### src/rtl/fetch_pkg.sv
// Shared types and constants for the instruction fetch path.
package fetch_pkg;

    localparam int unsigned DEFAULT_ADDR_W  = 32;
    localparam int unsigned DEFAULT_INSTR_W = 32;

    localparam logic [DEFAULT_ADDR_W-1:0]  RESET_VECTOR = 32'h0000_0000;
    localparam logic [DEFAULT_INSTR_W-1:0] NOP_INSTR    = 32'h0000_0000;

    typedef struct packed {
        logic [DEFAULT_INSTR_W-1:0] instr;
        logic [DEFAULT_ADDR_W-1:0]  pc;
    } fetch_entry_t;

    function automatic fetch_entry_t make_entry(input logic [DEFAULT_INSTR_W-1:0] instr,
                                                input logic [DEFAULT_ADDR_W-1:0]  pc);
        fetch_entry_t e;
        e.instr = instr;
        e.pc    = pc;
        return e;
    endfunction

endpackage

### src/rtl/fetch_fifo.sv
// Synchronous FIFO of fetch entries; clear empties it in one edge, empty head reads as zero.
module fetch_fifo
    import fetch_pkg::*;
#(
    parameter  int unsigned DEPTH = 4,
    localparam int unsigned PTR_W = $clog2(DEPTH),
    localparam int unsigned CNT_W = PTR_W + 1
) (
    input  logic             Clk,
    input  logic             Reset,
    input  logic             clear,
    input  logic             push,
    input  logic             pop,
    input  fetch_entry_t     wr_entry,
    output fetch_entry_t     rd_entry,
    output logic [CNT_W-1:0] count
);

    fetch_entry_t      mem [DEPTH];
    logic [PTR_W-1:0]  wr_ptr;
    logic [PTR_W-1:0]  rd_ptr;
    logic              do_push;
    logic              do_pop;
    logic              wipe;

    assign wipe    = Reset || clear;
    assign do_push = push;
    assign do_pop  = pop && (count != '0);

    // Pointers wrap naturally because DEPTH is a power of two.
    always_ff @(posedge Clk) begin
        if (wipe) begin
            wr_ptr <= '0;
            rd_ptr <= '0;
            count  <= '0;
        end else begin
            if (do_push) wr_ptr <= wr_ptr + PTR_W'(1);
            if (do_pop)  rd_ptr <= rd_ptr + PTR_W'(1);
            case ({do_push, do_pop})
                2'b10:   count <= count + CNT_W'(1);
                2'b01:   count <= count - CNT_W'(1);
                default: count <= count;
            endcase
        end
    end

    always_ff @(posedge Clk) begin
        if (do_push && !wipe) mem[wr_ptr] <= wr_entry;
    end

    assign rd_entry = (count == '0) ? '0 : mem[rd_ptr];

    // The upstream stall rule must keep pushes away from a full buffer.
    overflow_check: assert property (@(posedge Clk) disable iff (wipe)
                                     !(push && (count == CNT_W'(DEPTH))));

endmodule

### src/rtl/instr_fetch_buffer.sv
// Issues PC reads to instruction memory, queues returned words with their PC,
// and stalls the PC when queued plus in-flight reads would fill the buffer.
module instr_fetch_buffer
    import fetch_pkg::*;
#(
    parameter  int unsigned DEPTH   = 4,
    parameter  int unsigned ADDR_W  = DEFAULT_ADDR_W,
    parameter  int unsigned INSTR_W = DEFAULT_INSTR_W,
    localparam int unsigned CNT_W   = $clog2(DEPTH) + 1
) (
    input  logic               Clk,
    input  logic               Reset,
    input  logic [ADDR_W-1:0]  PCAddress,
    input  logic               PCValid,
    output logic               FetchStall,
    output logic [ADDR_W-1:0]  IMemAddr,
    output logic               IMemRe,
    input  logic [INSTR_W-1:0] IMemData,
    input  logic               Flush,
    output logic [INSTR_W-1:0] InstrOut,
    output logic [ADDR_W-1:0]  InstrPC,
    output logic               InstrValid,
    input  logic               InstrReady,
    output logic [CNT_W-1:0]   Count
);

    localparam int unsigned SUM_W = CNT_W + 1;

    logic              in_flight;
    logic [ADDR_W-1:0] in_flight_pc;
    logic              issue;
    logic              push;
    logic              pop;
    fetch_entry_t      wr_entry;
    fetch_entry_t      rd_entry;

    // Conservative: a pop in the same cycle frees no space for this cycle's issue.
    assign FetchStall = (SUM_W'(Count) + SUM_W'(in_flight)) >= SUM_W'(DEPTH);

    assign issue    = PCValid && !FetchStall && !Flush && !Reset;
    assign IMemRe   = issue;
    assign IMemAddr = PCAddress;

    always_ff @(posedge Clk) begin
        if (Reset) begin
            in_flight    <= 1'b0;
            in_flight_pc <= '0;
        end else begin
            in_flight <= issue;
            if (issue) in_flight_pc <= PCAddress;
        end
    end

    assign push     = in_flight && !Flush;
    assign pop      = InstrValid && InstrReady;
    assign wr_entry = make_entry(DEFAULT_INSTR_W'(IMemData), DEFAULT_ADDR_W'(in_flight_pc));

    fetch_fifo #(
        .DEPTH (DEPTH)
    ) u_fifo (
        .Clk      (Clk),
        .Reset    (Reset),
        .clear    (Flush),
        .push     (push),
        .pop      (pop),
        .wr_entry (wr_entry),
        .rd_entry (rd_entry),
        .count    (Count)
    );

    assign InstrValid = (Count != '0);
    assign InstrOut   = INSTR_W'(rd_entry.instr);
    assign InstrPC    = ADDR_W'(rd_entry.pc);

endmodule
### config.mk
export PLATFORM = sky130hd
export DESIGN_NAME = instr_fetch_buffer
export DESIGN_NICKNAME = d
export VERILOG_FILES = /design/src/rtl/fetch_pkg.sv /design/src/rtl/fetch_fifo.sv /design/src/rtl/instr_fetch_buffer.sv
export SDC_FILE = /design/constraint.sdc
export NUM_CORES = 1
export LEC_CHECK = 0
export BUFFER_PORTS_ARGS = -buffer_cell sky130_fd_sc_hd__clkbuf_2
export CAP_MARGIN = 20
export CORE_UTILIZATION = 45
export DETAILED_ROUTE_END_ITERATION = 10
export GPL_TIMING_DRIVEN = 1
export PLACE_DENSITY = 0.76
export SLEW_MARGIN = 25
export SYNTH_ARGS = -nofsm -noshare
export SYNTH_HDL_FRONTEND = slang
export SYNTH_HIERARCHICAL = 1
export SYNTH_SLANG_ARGS = --single-unit
### constraint.sdc
create_clock -name Clk -period 7 [get_ports Clk]
set_clock_uncertainty 0.2 [all_clocks]
set_input_delay 0.7 -clock Clk [delete_from_list [all_inputs] [get_ports Clk]]
set_output_delay 0.7 -clock Clk [all_outputs]
set_load 0.01 [all_outputs]
**Yosys cells after proc, flatten, opt, wreduce, memory -nomap -nowiden**

Memory sizes are Yosys's and may differ from the RTL's. A register that Yosys moved wholly into a read port is not among the register bits.
Index checks and enable logic that the tools add are counted.

- Equality and inequality tests: 2
- Reduce and logical (&&, ||, !) cells: 15
- Order comparisons: 1
- Multiplexer cells: 6
- Add/sub/neg operators: 5

Operator list:

| kind | number |
|---|---|
| $mux W64 | 1 |
| $logic_and A1 B1 Y1 | 7 |
| $pmux W3 S2 | 1 |
| $add A2 B1 Y2 const B | 2 |
| $add A3 B1 Y4 | 1 |
| $ge A4 B3 Y1 const B | 1 |
| $logic_not A1 Y1 | 4 |
| $mux W2 | 2 |
| $add A3 B1 Y3 const B | 1 |
| $logic_not A3 Y1 | 1 |
| $reduce_bool A3 Y1 | 1 |
| $sub A3 B1 Y3 const B | 1 |
| $eq A2 B1 Y1 const B | 1 |
| $eq A2 B2 Y1 const B | 1 |
| $mux W1 | 2 |
| $reduce_bool A2 Y1 | 1 |
| $logic_or A1 B1 Y1 | 1 |

- Input bits: 69
- Logic and storage cells: 35
- Output and inout port bits: 102
- Register bits: 40
- RAM bits: 256
- Memories kept: 1

Memory list:

| name | depth | width | read ports | clocked after Yosys merged registers in | write ports | line | text |
|---|---|---|---|---|---|---|---|
| u_fifo.mem | 4 | 64 | 1 | 1 | 1 | fetch_fifo.sv:19 | `fetch_entry_t mem [DEPTH];` |

**Depth between registers and ports, before layout**

- Word-level depth: 6
- Depth in mapped cells: 9
- Mapped depth without buffers: 9

**By module**

Netlist, hierarchy kept.

Modules (own cells, without submodules):

| module | cells an instance | times used | area an instance (sq um) |
|---|---|---|---|
| fetch_fifo | 456 | 1 | 10131.0 |
| instr_fetch_buffer | 183 | 1 | 1647.8 |

**Worst setup path before layout**

Ideal clock, no wire load.

- Kind: input to register
- From: in Flush
- To: mem u_fifo/mem[0][0] (netlist bit) (enable)
- Arrival: 2.618 ns
- Required time: 6.371 ns
- Cell stages on the path: 2
- Slack: 3.753 ns
- Path through: nor2b_1 -> and3_1

- Cells in the longest elaborated chain, start to end: 5
- Elaborated cells between the ends (all ways): 7
- Those cells by class: mux: 2; reduce/logical: 5

Ends and longest elaborated chain:

| what | line | text |
|---|---|---|
| from (decl) | instr_fetch_buffer.sv:19 | `input logic Flush,` |
| $logic_not A1 Y1 / $logic_or A1 B1 Y1 (equally long branches) | instr_fetch_buffer.sv:54, fetch_fifo.sv:26 |  |
| $logic_and A1 B1 Y1 / $logic_not A1 Y1 (equally long branches) | instr_fetch_buffer.sv:54, fetch_fifo.sv:48 |  |
| $logic_and A1 B1 Y1 (*) | fetch_fifo.sv:48 | `if (do_push && !wipe) mem[wr_ptr] <= wr_entry;` |
| $mux W1 (*) | fetch_fifo.sv:48 |  |
| $mux W1 (implied by the code) (*) | fetch_fifo.sv:48 |  |
| to (decl) | fetch_fifo.sv:19 |  |

Mark *: on every way between the ends. The rest lies on a longest branch, timed or not.

==> metrics.cfg <==
[clocking]
cts.path.max_buffers = 3
cts_resized = 0
cts.clk_slew.worst_paths_ns = 0.06
clkSinkCount = 298
cts-root-buf = clkbuf_16
insertion_delay_ns = 0.53
holdBufCountCts = 0
cts_made_buffers = 31
cts_max_level = 1
cts_tree = done
cts_setup_buffers = 0

[cells_and_area]
drive_gt1_frac = 0.405
fill_cells = 1988
final_common_cell = edfxtp_1
nets = 859
final_area_mm2 = 0.0137
syn_to_final_growth_pct = 16.1
utilization = 0.538
final_cell_mix = edfxtp_1 (256), clkbuf_2 (170), nor2b_1 (66), mux4_2 (64), dfxtp_1 (40)
fin_cells = 1138
insertedDiodeCount = 0

[power_and_ir_drop]
power.density_mw_per_mm2 = 260
total_leakage_power_nw = 4.72
ir_drop_uv = 166

[synthesis]
synthArstFlopShare = 0
synth_compound_gate_area_share = 0.0276
synth_adder_area_share = 0.00701
ys_seq_area_frac = 0.724
synth_xor_area_frac = 0.00223
yosysUniqueCellTypes = 33
ys_ff_latch = 298
yosys_most_used_dff = edfxtp_1
yosysTopAreaCellShare = 0.653
syn_area_mm2 = 0.0118
synth_top_family_by_area = multiplexers
ys_warn_count = 6
synth_top_area_cell = edfxtp_1
synth_nets = 714
syn-mean-instance-area_um2 = 18.4
synth.top_cells.by_area = edfxtp_1 (65%), mux4_2 (12%), dfxtp_1 (7.1%)
synth-edff-count = 256
netlist_instances = 639
synth.area.mux_share = 0.123
synthSimpleGateAreaFrac = 0.0707

[sta]
post-route-period-util = 0.512
drv_slew = 0
finalSetupViolations = 0
slew_headroom = 0.316
finalHoldViolCount = 0
tightest_slew_ns = 1.03
setup_slack_ns = 3.42
final.setup.tns_ns = 0
grt_setup_unrepaired = false
max_freq_mhz = 279
finalCriticalPeriod_ns = 3.58

[placement]
postPlaceCellArea_mm2 = 0.0126
place_congestion = 0.700
pre_cts_ws_ns = 3.63
dpl.hpwl_mm = 12.8
port-buffer-count = 170
dp.cells = 1078

[global_routing]
antenna_found_initial = 0
grt_pass1_wl_mm = 33.7
gr-total-overflow = 0
grt_max_degree = 65
track_usage = 0.166
grt_pass1_vias = 6057

[min_path]
hold_path_depth = 1
min_path_type = in2reg

[status]
status = finished clean

[drt]
dr.first_iter.drc_count = 354
wl_mm = 22.1
drtPass1Iterations = 4
via_count = 5879
via_per_inst = 5.17
wl_per_cell_um = 19.5
drc = 0
detail-route-antenna-nets = 0

[worst_setup_path]
cp_max_fo = 47
cp.required_ns = 6.10
worst_setup_path_end_kind = output port
path_class = reg2out
r2r_cells = 9
cp.arrival_ns = 2.68
start_kind = flop

[die]
dieWidth_um = 164
core_area_mm2 = 0.0254
io-pin-count = 171
fp.dieArea_mm2 = 0.0268
die_y_um = 164
initial_core_util = 0.464
row_count = 58

[job]
drv_cap = 0

==> where the power goes <==
group | switching [mW] | total (mW) | internal, mW | leakage (nW)
Clock | 0.635 | 1.52 | 0.889 | 0.469
Combinational | 0.0507 | 0.0849 | 0.0342 | 1.53
Sequential | 0.0131 | 1.95 | 1.94 | 2.72
==> synthesized netlist by cell type, types with 6 or more instances <==
master    number
clkbuf_1      10
dfxtp_1       42
inv_1          8
buf_2         13
buf_4         32
nand3_1       32
buf_6          7
nor2b_1       66
mux4_2        64
nor2_1         6
nand2_1       34
o21ai_2       29
edfxtp_1     256
==> layer usage <==
layer	share of wire	track usage
met5	0	0
met4	0.017	0.0434
met3	0.049	0.0258
met2	0.50	0.284
met1	0.44	0.222
==> worst max-delay path, stage by stage (launching register included) <==
cell	delay [ns]
dfxtp_4	0.60
buf_6	0.61
mux4_2	0.59
nor2b_1	0.17
clkbuf_2	0.16
==> kinds of logic (layout without fill, tap and decap cells) <==
| logic type | Yosys count | count (layout) |
|---|---|---|
| DFF | 298 | 298 |
| adders and majority gates | 6 | 6 |
| and+or+nand+nor | 152 | 152 |
| muxes | 65 | 65 |
| xor gates and xnor gates | 3 | 3 |
| AOI/OAI and AO/OA | 40 | 40 |
| buffers and inverters | 75 | 244 |
==> state kept, by name (all words and copies together), names as in the netlist, named ones only <==
register,count
in_flight_pc,32
u_fifo/wr_ptr,2
in_flight,1
u_fifo/count,3
u_fifo/mem,256
u_fifo/rd_ptr,2
==> cell type report <==
class                           instances  area [um^2]  area share
Timing Repair Buffer                  179          986      0.0721
Multi-Input combinational cell        266         2750       0.201
Clock buffer                           45          858      0.0628
Inverter                                8         30.0     0.00220
Tap cell                              330          413      0.0302
Clock inverter                         12          103     0.00751
Sequential cell                       298         8540       0.624
==> final timing paths <==
path                                                    start                           end  slack (ns)
worst min register to register  u_fifo/rd_ptr[1]$_SDFFE_PP0N_                          flop        0.29
worst max-delay path                                     flop                   InstrPC[30]        3.42
worst min-delay path                             IMemData[16]   u_fifo/mem[3][48]$_DFFE_PP_        0.18
worst max register to register   u_fifo/count[0]$_SDFFE_PP0P_  u_fifo/count[2]$_SDFFE_PP0P_        4.20
==> metrics by stage <==
step                      total power [mW]  hold slack, ns
after global placement                2.07           0.260
after detailed placement              2.08           0.276
final                                 3.56           0.178
after floorplan                       2.04           0.256
after global routing                  3.67           0.163
after CTS                             3.60           0.155
(Power assumes the default switching activity.)
